## src/rtl/seq_pkg.sv

```systemverilog
// ---------------------------------------------------------------------------
// seq_pkg
// Shared definitions for the serial-sequence family (pattern transmitter and
// the sequence detectors that consume its stream).
//   state_t      : FSM state encoding common to the family
//   DEF_PAT_W    : default pattern length in bits
//   DEF_PATTERN  : default pattern value, sent MSB first
//   min1_clog2() : counter width helper that never returns zero
// ---------------------------------------------------------------------------
package seq_pkg;

  typedef enum logic [1:0] {
    ST_IDLE = 2'b00,
    ST_SEND = 2'b01,
    ST_GAP  = 2'b10,
    ST_DONE = 2'b11
  } state_t;

  localparam int DEF_PAT_W = 3;
  localparam logic [DEF_PAT_W-1:0] DEF_PATTERN = 3'b101;

  // A counter that only ever holds 0 still needs one bit of storage.
  function automatic int min1_clog2(input int value);
    return (value <= 1) ? 1 : $clog2(value);
  endfunction

endpackage

```

## src/rtl/seq_pattern_tx_if.sv

```systemverilog
// ---------------------------------------------------------------------------
// seq_pattern_tx_if
// Request/stream bundle of the serial pattern transmitter.
//   start    : request, sampled only while the transmitter is idle
//   repeat_n : number of frames to send, CNT_W bits
//   abort    : synchronous cancel
//   out      : serial data bit
//   valid    : out carries a pattern bit this cycle
//   busy     : transmitter is sending or waiting between frames
//   done     : one-cycle pulse after the last bit of the last frame
// Modports: master drives the request side, slave is the transmitter.
// ---------------------------------------------------------------------------
interface seq_pattern_tx_if #(
  parameter int CNT_W = 4
);

  logic             start;
  logic [CNT_W-1:0] repeat_n;
  logic             abort;
  logic             out;
  logic             valid;
  logic             busy;
  logic             done;

  modport master (
    output start, repeat_n, abort,
    input  out, valid, busy, done
  );

  modport slave (
    input  start, repeat_n, abort,
    output out, valid, busy, done
  );

endinterface

```

## src/rtl/seq_pat_shifter.sv

```systemverilog
// ---------------------------------------------------------------------------
// seq_pat_shifter
// Loadable PAT_W-bit shift register presenting its MSB as the serial bit.
//   clk   : clock, posedge
//   rst   : asynchronous active-high reset, clears the register
//   load  : load PATTERN
//   shift : shift left by one, zero filled
//   clear : clear to zero (priority clear > load > shift)
//   msb   : current MSB, a flop output
// ---------------------------------------------------------------------------
module seq_pat_shifter #(
  parameter int               PAT_W   = 3,
  parameter logic [PAT_W-1:0] PATTERN = 3'b101
) (
  input  logic clk,
  input  logic rst,
  input  logic load,
  input  logic shift,
  input  logic clear,
  output logic msb
);

  logic [PAT_W-1:0] sh;
  logic [PAT_W-1:0] sh_shifted;

  // A one-bit pattern has nothing to shift in behind the MSB.
  generate
    if (PAT_W == 1) begin : g_single
      assign sh_shifted = '0;
    end else begin : g_multi
      assign sh_shifted = {sh[PAT_W-2:0], 1'b0};
    end
  endgenerate

  always_ff @(posedge clk or posedge rst) begin
    if (rst) begin
      sh <= '0;
    end else if (clear) begin
      sh <= '0;
    end else if (load) begin
      sh <= PATTERN;
    end else if (shift) begin
      sh <= sh_shifted;
    end
  end

  assign msb = sh[PAT_W-1];

endmodule

```

## src/rtl/seq_pattern_tx.sv

```systemverilog
// ---------------------------------------------------------------------------
// seq_pattern_tx
// Serial pattern transmitter. On an accepted start it sends PATTERN MSB
// first, one bit per clock, repeat_n times, with GAP idle cycles between
// frames, then pulses done for one cycle.
//   clk : clock, posedge
//   rst : asynchronous active-high reset
//   bus : seq_pattern_tx_if.slave
//         start/repeat_n/abort in; out/valid/busy/done out (all registered)
// Parameters: PAT_W, PATTERN, CNT_W (must match the interface), GAP.
// ---------------------------------------------------------------------------
module seq_pattern_tx
  import seq_pkg::*;
#(
  parameter int               PAT_W   = DEF_PAT_W,
  parameter logic [PAT_W-1:0] PATTERN = DEF_PATTERN,
  parameter int               CNT_W   = 4,
  parameter int               GAP     = 1
) (
  input  logic                 clk,
  input  logic                 rst,
  seq_pattern_tx_if.slave      bus
);

  localparam int BIT_W = min1_clog2(PAT_W);
  localparam int GAP_W = min1_clog2(GAP + 1);

  localparam logic [BIT_W-1:0] BIT_LAST = BIT_W'(PAT_W - 1);
  localparam logic [GAP_W-1:0] GAP_LOAD = GAP_W'(GAP);

  state_t           state;
  state_t           state_n;
  logic [BIT_W-1:0] bit_idx;
  logic [BIT_W-1:0] bit_idx_n;
  logic [CNT_W-1:0] frames_left;
  logic [CNT_W-1:0] frames_n;
  logic [GAP_W-1:0] gap_cnt;
  logic [GAP_W-1:0] gap_n;

  logic sh_load;
  logic sh_shift;
  logic sh_clear;
  logic sh_msb;

  logic valid_q;
  logic busy_q;
  logic done_q;

  // The shifter holds the frame in flight; its MSB flop is the serial output.
  // It is cleared whenever the FSM leaves SEND, which keeps out low while
  // valid is low.
  seq_pat_shifter #(
    .PAT_W   (PAT_W),
    .PATTERN (PATTERN)
  ) u_shifter (
    .clk   (clk),
    .rst   (rst),
    .load  (sh_load),
    .shift (sh_shift),
    .clear (sh_clear),
    .msb   (sh_msb)
  );

  always_ff @(posedge clk or posedge rst) begin
    if (rst) begin
      state       <= ST_IDLE;
      bit_idx     <= '0;
      frames_left <= '0;
      gap_cnt     <= '0;
    end else begin
      state       <= state_n;
      bit_idx     <= bit_idx_n;
      frames_left <= frames_n;
      gap_cnt     <= gap_n;
    end
  end

  always_comb begin
    state_n   = state;
    bit_idx_n = bit_idx;
    frames_n  = frames_left;
    gap_n     = gap_cnt;
    sh_load   = 1'b0;
    sh_shift  = 1'b0;
    sh_clear  = 1'b0;

    if (bus.abort) begin
      // abort also swallows a start presented in the same idle cycle
      state_n   = ST_IDLE;
      bit_idx_n = '0;
      frames_n  = '0;
      gap_n     = '0;
      sh_clear  = 1'b1;
    end else begin
      case (state)
        ST_IDLE: begin
          if (bus.start && (bus.repeat_n != '0)) begin
            state_n   = ST_SEND;
            frames_n  = bus.repeat_n;
            bit_idx_n = BIT_LAST;
            sh_load   = 1'b1;
          end
        end

        ST_SEND: begin
          if (bit_idx == '0) begin
            if (frames_left == CNT_W'(1)) begin
              state_n  = ST_DONE;
              frames_n = '0;
              sh_clear = 1'b1;
            end else begin
              frames_n = frames_left - 1'b1;
              if (GAP > 0) begin
                state_n  = ST_GAP;
                gap_n    = GAP_LOAD;
                sh_clear = 1'b1;
              end else begin
                bit_idx_n = BIT_LAST;
                sh_load   = 1'b1;
              end
            end
          end else begin
            bit_idx_n = bit_idx - 1'b1;
            sh_shift  = 1'b1;
          end
        end

        ST_GAP: begin
          if (gap_cnt <= GAP_W'(1)) begin
            state_n   = ST_SEND;
            gap_n     = '0;
            bit_idx_n = BIT_LAST;
            sh_load   = 1'b1;
          end else begin
            gap_n = gap_cnt - 1'b1;
          end
        end

        ST_DONE: begin
          state_n = ST_IDLE;
        end

        default: begin
          state_n  = ST_IDLE;
          sh_clear = 1'b1;
        end
      endcase
    end
  end

  // Status flags are registered from the next state so they line up with
  // the shifter MSB that becomes visible after the same edge.
  always_ff @(posedge clk or posedge rst) begin
    if (rst) begin
      valid_q <= 1'b0;
      busy_q  <= 1'b0;
      done_q  <= 1'b0;
    end else begin
      valid_q <= (state_n == ST_SEND);
      busy_q  <= (state_n == ST_SEND) || (state_n == ST_GAP);
      done_q  <= (state_n == ST_DONE);
    end
  end

  assign bus.out   = sh_msb;
  assign bus.valid = valid_q;
  assign bus.busy  = busy_q;
  assign bus.done  = done_q;

endmodule

```

## src/flat_wrapper.sv

```systemverilog
// flat-port wrapper written by rule: the top's interface ports become plain ports
module seq_pattern_tx_flat import seq_pkg::*;
#(
  parameter int               PAT_W   = DEF_PAT_W,
  parameter logic [PAT_W-1:0] PATTERN = DEF_PATTERN,
  parameter int               CNT_W   = 4,
  parameter int               GAP     = 1
)
  (clk, rst, bus_start, bus_repeat_n, bus_abort, bus_out, bus_valid, bus_busy, bus_done);
  seq_pattern_tx_if #(.CNT_W(CNT_W)) bus_i ();
  input  logic clk;
  input  logic rst;
  input wire logic [$bits(bus_i.start)-1:0] bus_start;
  input wire logic [$bits(bus_i.repeat_n)-1:0] bus_repeat_n;
  input wire logic [$bits(bus_i.abort)-1:0] bus_abort;
  output wire logic [$bits(bus_i.out)-1:0] bus_out;
  output wire logic [$bits(bus_i.valid)-1:0] bus_valid;
  output wire logic [$bits(bus_i.busy)-1:0] bus_busy;
  output wire logic [$bits(bus_i.done)-1:0] bus_done;
  assign bus_i.start = bus_start;
  assign bus_i.repeat_n = bus_repeat_n;
  assign bus_i.abort = bus_abort;
  assign bus_out = bus_i.out;
  assign bus_valid = bus_i.valid;
  assign bus_busy = bus_i.busy;
  assign bus_done = bus_i.done;
  seq_pattern_tx #(.PAT_W(PAT_W), .PATTERN(PATTERN), .CNT_W(CNT_W), .GAP(GAP)) u_core (.clk(clk), .rst(rst), .bus(bus_i));
endmodule
```

## config.mk

```make
export PLATFORM = sky130hd
export DESIGN_NAME = seq_pattern_tx_flat
export DESIGN_NICKNAME = d
export VERILOG_FILES = /design/src/rtl/seq_pkg.sv /design/src/rtl/seq_pattern_tx_if.sv /design/src/rtl/seq_pat_shifter.sv /design/src/rtl/seq_pattern_tx.sv /design/src/flat_wrapper.sv
export SDC_FILE = /design/constraint.sdc
export NUM_CORES = 1
export LEC_CHECK = 0
export ABC_CLOCK_PERIOD_IN_PS = 2500
export BUFFER_PORTS_ARGS = -buffer_cell sky130_fd_sc_hd__buf_4
export CAP_MARGIN = 0
export CORE_MARGIN = 1.5
export CORE_UTILIZATION = 50
export DETAILED_ROUTE_END_ITERATION = 10
export HOLD_SLACK_MARGIN = 0.03
export PLACE_DENSITY_LB_ADDON = 0.1
export RECOVER_POWER = 100
export SLEW_MARGIN = 15
export SYNTH_ARGS = -nofsm -noshare
export SYNTH_HDL_FRONTEND = slang
export SYNTH_SLANG_ARGS = --single-unit
```

## constraint.sdc

```tcl
create_clock -name clk -period 2.5 [get_ports clk]
set_clock_uncertainty 0.1 [all_clocks]
set_input_delay 0.25 -clock clk [delete_from_list [all_inputs] [get_ports clk]]
set_output_delay 0.25 -clock clk [all_outputs]
set_load 0.01 [all_outputs]
```

* Word level (Yosys, flattened, before mapping)
Index checks and enable logic that the tools add are counted.
** Word-level totals
- Register bits :: 15
- Input bits :: 8
- Output and inout port bits :: 4
- Word-level logic and storage cells :: 70
** Cells by class
- Add/sub/neg operators :: 3
- Order comparisons :: 1
- Equal/unequal tests :: 12
- Muxes and demuxes :: 34
- Reductions and logical operators :: 12
** Operators with widths (number)
- two-way mux 2 bit :: 8
- two-way mux 4 bit :: 4
- two-way mux 1 bit :: 14
- two-way mux 3 bit :: 3
- != test 3 x 2 -> 1 bit, second input constant :: 3
- nonzero test 3 bit :: 3
- == test 2 bit, second input constant :: 4
- case mux 2 bit (4 select lines) :: 1
- case mux 4 bit (2 select lines) :: 1
- nonzero test 4 bit :: 2
- != test 3 bit, second input constant :: 2
- case mux 2 bit (3 select lines) :: 1
- AND reduction 3 bit :: 2
- == test 2 x 1 -> 1 bit, second input constant :: 2
- == test 4 x 1 -> 1 bit, second input constant :: 1
- logical NOT 2 bit :: 2
- case mux 1 bit (2 select lines) :: 2
- AND reduction 4 bit :: 1
- subtractor 4 x 1 -> 4 bit, second input constant :: 1
- subtractor 2 x 1 -> 2 bit, second input constant :: 1
- <= comparator 1 bit, second input constant :: 1
- logical AND 1 bit :: 1
- logical OR 1 bit :: 1
- subtractor 1 bit, second input constant :: 1

* Longest topological paths before layout
- Depth after elaboration :: 7
- Gate-level depth with buffers :: 9
- Depth with buffers taken out :: 8

* Cells and area by module
A second synthesis with hierarchy kept.
** Second synthesis, totals
- Cells, all modules :: 85
- Area total of the unflattened synthesis :: 842.1 um^2
** By module, submodules not included
- seq_pattern_tx :: times used 1, cells an instance 74, area each 713.2 um^2, sequential area each 275.3 um^2
- seq_pat_shifter :: times used 1, cells an instance 11, area each 128.9 um^2, sequential area each 75.1 um^2

* Worst setup path before layout
Ideal clock, no wire load.
- Path type :: register to register
- Start point :: register u_core.bit_idx[0]
- End point :: register u_core.busy_q (netlist: u_core.bus.busy)
- Data arrival time :: 1.751 ns
- Data required time :: 2.287 ns
- Slack :: 0.537 ns
- Cell stages (with the launch flop) :: 9
- Buffers on the path :: 1
- Period minus slack after synthesis :: 1.963 ns
- Cells stage by stage :: dfrtp_1 -> inv_1 -> ha_1 -> clkbuf_1 -> mux2_2 -> a211oi_1 -> nor3_1 -> ha_1 -> inv_1
** On the way
- Word-level cells in the longest chain between the ends :: 6
- Elaborated cells between the ends (all ways) :: 7
- Those cells by class :: 2 x eq/ne; 3 x mux; 2 x reduce/logical
** RTL lines
- from (decl) :: RTL line seq_pattern_tx.sv:33 : logic [BIT_W-1:0] bit_idx;
- from (signal assigned) :: RTL line seq_pattern_tx.sv:72 : bit_idx <= bit_idx_n;
- logical NOT 2 bit (*) :: RTL line seq_pattern_tx.sv:106 : if (bit_idx == '0) begin
- two-way mux 2 bit (*) :: RTL line seq_pattern_tx.sv:106
- case mux 2 bit (4 select lines) (*) :: RTL line seq_pattern_tx.sv:95 : case (state)
- two-way mux 2 bit (*) :: RTL line seq_pattern_tx.sv:87 : if (bus.abort) begin
- net u_core.state_n[0] :: RTL line seq_pattern_tx.sv:32 : state_t state_n;
- == test 2 x 1 -> 1 bit or == test 2 bit (tied branches) :: RTL line seq_pattern_tx.sv:160 : busy_q <= (state_n == ST_SEND) || (state_n == ST_GAP);
- logical OR 1 bit (*) :: RTL line seq_pattern_tx.sv:160
- to (signal assigned) :: RTL line seq_pattern_tx.sv:160
- to (decl) :: RTL line seq_pattern_tx.sv:46 : logic busy_q;
The timed path passes the listed nets; every way through them passes the cells marked *.
A chain may end at the register's enable or synchronous reset.

* Worst setup path after layout
- Start point :: register u_core.state[1]
- End point :: register u_core.frames_left[3]
** On the way
- Word-level cells in the longest chain between the ends :: 3
- Elaborated cells between the ends (all ways) :: 8
- Those cells by class :: 3 x eq/ne; 2 x mux; 3 x reduce/logical
** RTL lines
- from (decl) :: RTL line seq_pattern_tx.sv:31 : state_t state;
- from (signal assigned) :: RTL line seq_pattern_tx.sv:71 : state <= state_n;
- == test 2 x 1 -> 1 bit or logical NOT 2 bit (tied branches) :: RTL line seq_pattern_tx.sv:95
- != test 3 x 2 -> 1 bit (no line), or another cell as far along
- AND reduction 3 bit (no line) or two-way mux 4 bit (tied branches)
- to (signal assigned) :: RTL line seq_pattern_tx.sv:73 : frames_left <= frames_n;
- to (decl) :: RTL line seq_pattern_tx.sv:35 : logic [CNT_W-1:0] frames_left;
Parallel ways exist; a longest one is shown, timed or not.

==> impl_metrics.csv <==
group,metric,value,unit
routing,drt-total-wl,1773,µm
floorplanning,chipHeight,45.51,µm
yosys,ys_warn_count,0,
yosys,synth_cell_types,33,
floorplanning,initial_utilization,52.89,%
clock_network,cts-buffers-inserted,3,
yosys,synth.mux.area_fraction,5.679,%
sta,finalHoldViolCount,0,
routing,ant_nets,0,
place,io_buffers,11,
global_routing,use_met3,3.571,%
critical_path,cp-end-kind,"flip-flop",
place,hpwl,1339,µm
cells_and_area,areaGrowthSynthToFinish,12.46,%
clock_network,cts-root-buf,"clkbuf_4",
place,routabilityCongestion,0.8678,
routing,drt-initial-drc-count,23,
global_routing,grt_max_degree,15,
power_and_ir_drop,peakVddDrop,0.0003666,V
critical_path,worst_setup_path_start_kind,"flip-flop",
sta,setup_tns,0,ps
sta,min_period_over_period,84.10,%
global_routing,globalRouteMet2Util,34.93,%
cells_and_area,nets,125,
clock_network,cts_sinks,14,
yosys,synthXorXnorAreaFrac,0,%
place,dpl-instance-area,1003,µm²
global_routing,gr-usage-met1,26.33,%
critical_path,r2r_cells,6,
yosys,synth_top_family_by_area,"compound AO/OA/AOI/OAI gates",
global_routing,busiest_layer,"met2",
cells_and_area,final_area,1016,µm²
routing,drtPass1Iterations,4,
yosys,ys_ff_latch,14,
critical_path,crit_path_end,"u_core.frames_left[3]",
sta,finalSetupViolations,0,
yosys,synthCells,96,
sta,tightest_slew,531.9,ps
global_routing,grt_overflow,0,
yosys,syn_nets,112,
routing,viasPerCell,5.470,
floorplanning,rows,15,
yosys,synth-seq-area-share,38.78,%
global_routing,grt_pass1_wl,3049,µm
run_status,status,"complete, no violations",
critical_path,crit_start,"u_core.state[1]",
global_routing,track_usage,20.88,%
critical_path,worstPathRequired,2560,ps
yosys,synth-compound-area-share,20.36,%
floorplanning,core_area,1708,µm²
yosys,synth_fa_ha_area_share,11.08,%
routing,wl_per_cell,13.43,µm
clock_network,ctsLongestPathBuffers,2,
sta,slew_headroom,64.50,%
critical_path,rrSetupSlack,400,ps
power_and_ir_drop,pwr-share-seq,40.6,%
critical_path,reg2reg_to,"u_core.frames_left[3]",
power_and_ir_drop,p_sw_share,37.98,%
routing,via_count,722,
floorplanning,boundaryPins,12,
power_and_ir_drop,p_switching,274.3,µW
floorplanning,fp.dieW,45.51,µm
cells_and_area,drive_above_1_share,14.02,%
sta,grt_setup_unrepaired,"false",
power_and_ir_drop,power.share.combinational,40.7,%
floorplanning,fp.dieArea,2071,µm²
sta,slew_violations,0,
critical_path,worstPathArrival,2160,ps
sta,fin_crit,2103,ps
yosys,synth_area,903.4,µm²
global_routing,antenna_found_initial,0,
yosys,avgSynthCellArea,9.410,µm²
clock_network,cts_tree,"yes",
min_path,hold_start,"bus_abort",
critical_path,path_class,"reg2reg",
clock_network,clk_latency,290,ps
cells_and_area,n_antenna_cell,0,
clock_network,clk_pin_slew,90,ps
clock_network,htreeDepth,1,
global_routing,grt_pass1_vias,690,
flow_run,cap_violations,0,
clock_network,postCtsSetupRepairBufs,0,
critical_path,crit_fanout,12,
routing,drcViolationCount,0,
power_and_ir_drop,p_clk_share,18.6,%
min_path,hold_path_class,"in2reg",
power_and_ir_drop,power_per_cell_area,711.0,nW/µm²
critical_path,r2r-start,"u_core.state[1]",
power_and_ir_drop,p_leak,0.4879,nW
yosys,synth_simple_gate_area_share,15.51,%
sta,fmax,475.6,MHz
power_and_ir_drop,fin_total_pwr,722.4,µW
power_and_ir_drop,internal_power,448.0,µW
## cell usage after synthesis, drive strengths merged
cell type	instances	area (µm²)
a211o	1	8.760
a211oi	4	30.03
a21o	1	8.760
a21oi	2	10.01
a22oi	2	20.02
buf	2	10.01
clkbuf	3	11.26
dfrtp	14	350.3
ha	8	100.1
inv	15	56.30
mux2	1	11.26
mux2i	4	40.04
nand2	7	26.28
nand2b	2	12.51
nand3	3	15.01
nand3b	1	7.510
nor2	6	22.52
nor2b	2	12.51
nor3	4	20.02
nor3b	1	7.510
nor4	1	6.260
o211a	1	10.01
o211ai	1	7.510
o21ai	2	10.01
o21bai	1	7.510
o22ai	1	6.260
o311ai	1	8.760
o31ai	1	7.510
o32ai	1	8.760
o41a	1	12.51
o41ai	1	27.53
or4b	1	10.01
## routing by layer
layer,part of all wire [%],wire length (µm)
met5,0,0
met4,1.9,33
met3,4.2,74
met2,50,892
met1,44,772
## placed cells by master (no fill, tap or decap), types with 2 or more instances in the layout
cell type   n
ha_1        8
nand3_1     3
nand2_1     7
a211oi_1    4
nand2b_1    2
nor2b_1     2
dfrtp_1    14
a21oi_1     2
clkbuf_1    4
a22oi_1     2
nor3_1      4
inv_1      15
nor2_1      6
buf_4       7
clkbuf_4    4
o21ai_0     2
mux2i_1     4
## cells by family after synthesis
| group | Yosys count |
|---|---|
| mux | 5 |
| simple gates | 28 |
| compound gates | 21 |
| fa+ha+maj | 8 |
| flops | 14 |
| buf+inv | 20 |
## what timing repair did
action	in CTS	in global routing
hold buffers	1	0
hold endpoints to repair	14	0
gates resized for setup	0	0
## state kept, by name, summed over array words and instances, names as in the netlist
register	flops
u_core.bit_idx	2
u_core.bus.valid	1
u_core.frames_left	4
u_core.bus.done	1
u_core.u_shifter.sh	3
u_core.state	2
u_core.bus.busy	1
## through the flow
stage / util [%] / hold slack (ps) / instances / worst slack (ps)
final: 59.49 / 137.0 / 132 / 397.4
after global placement: 58.75 / 230.4 / 128 / 502.3
after CTS: 60.66 / 142.5 / 132 / 452.1
after global routing: 59.49 / 153.2 / 132 / 177.8
after floorplan: - / 39.22 / 96 / 536.6
after detailed placement: 58.75 / 226.9 / 128 / 457.4
## how the worst min path moves through the flow
stage	end	slack (ps)	cells past startpoint
4_1_cts	u_core.bit_idx[0]	140	2
2_1_floorplan	u_core.bit_idx[0]	40	1
5_1_grt	u_core.bit_idx[0]	150	2
6_report	u_core.bit_idx[0]	140	2
3_5_place_dp	u_core.bus.valid	230	2
3_3_place_gp	u_core.bus.valid	230	2
## final cells by class
cell class	count	area [µm²]
tap	25	31.28
fill	153	691.9
multi-input combinational	62	470.5
sequential	14	350.3
inverter	15	56.30
clock buffer	3	22.52
timing repair buffer	13	85.08
## worst max-delay path: stages (launching register included)
cell and delay [ps]:
dfrtp_1 410, inv_1 80, ha_1 410, nand2_1 170
a22oi_1 480, a211o_1 200, o311ai_0 110
## power groups by stage
stage / clock network [mW] / logic, mW / registers [mW]
after global placement: 0 / 0.298 / 0.299
after CTS: 0.134 / 0.310 / 0.294
after global routing: 0.140 / 0.331 / 0.300
after detailed placement: 0 / 0.308 / 0.299
final: 0.134 / 0.294 / 0.294
after floorplan: 0 / 0.217 / 0.300
Power figures use the tool's default switching activity.
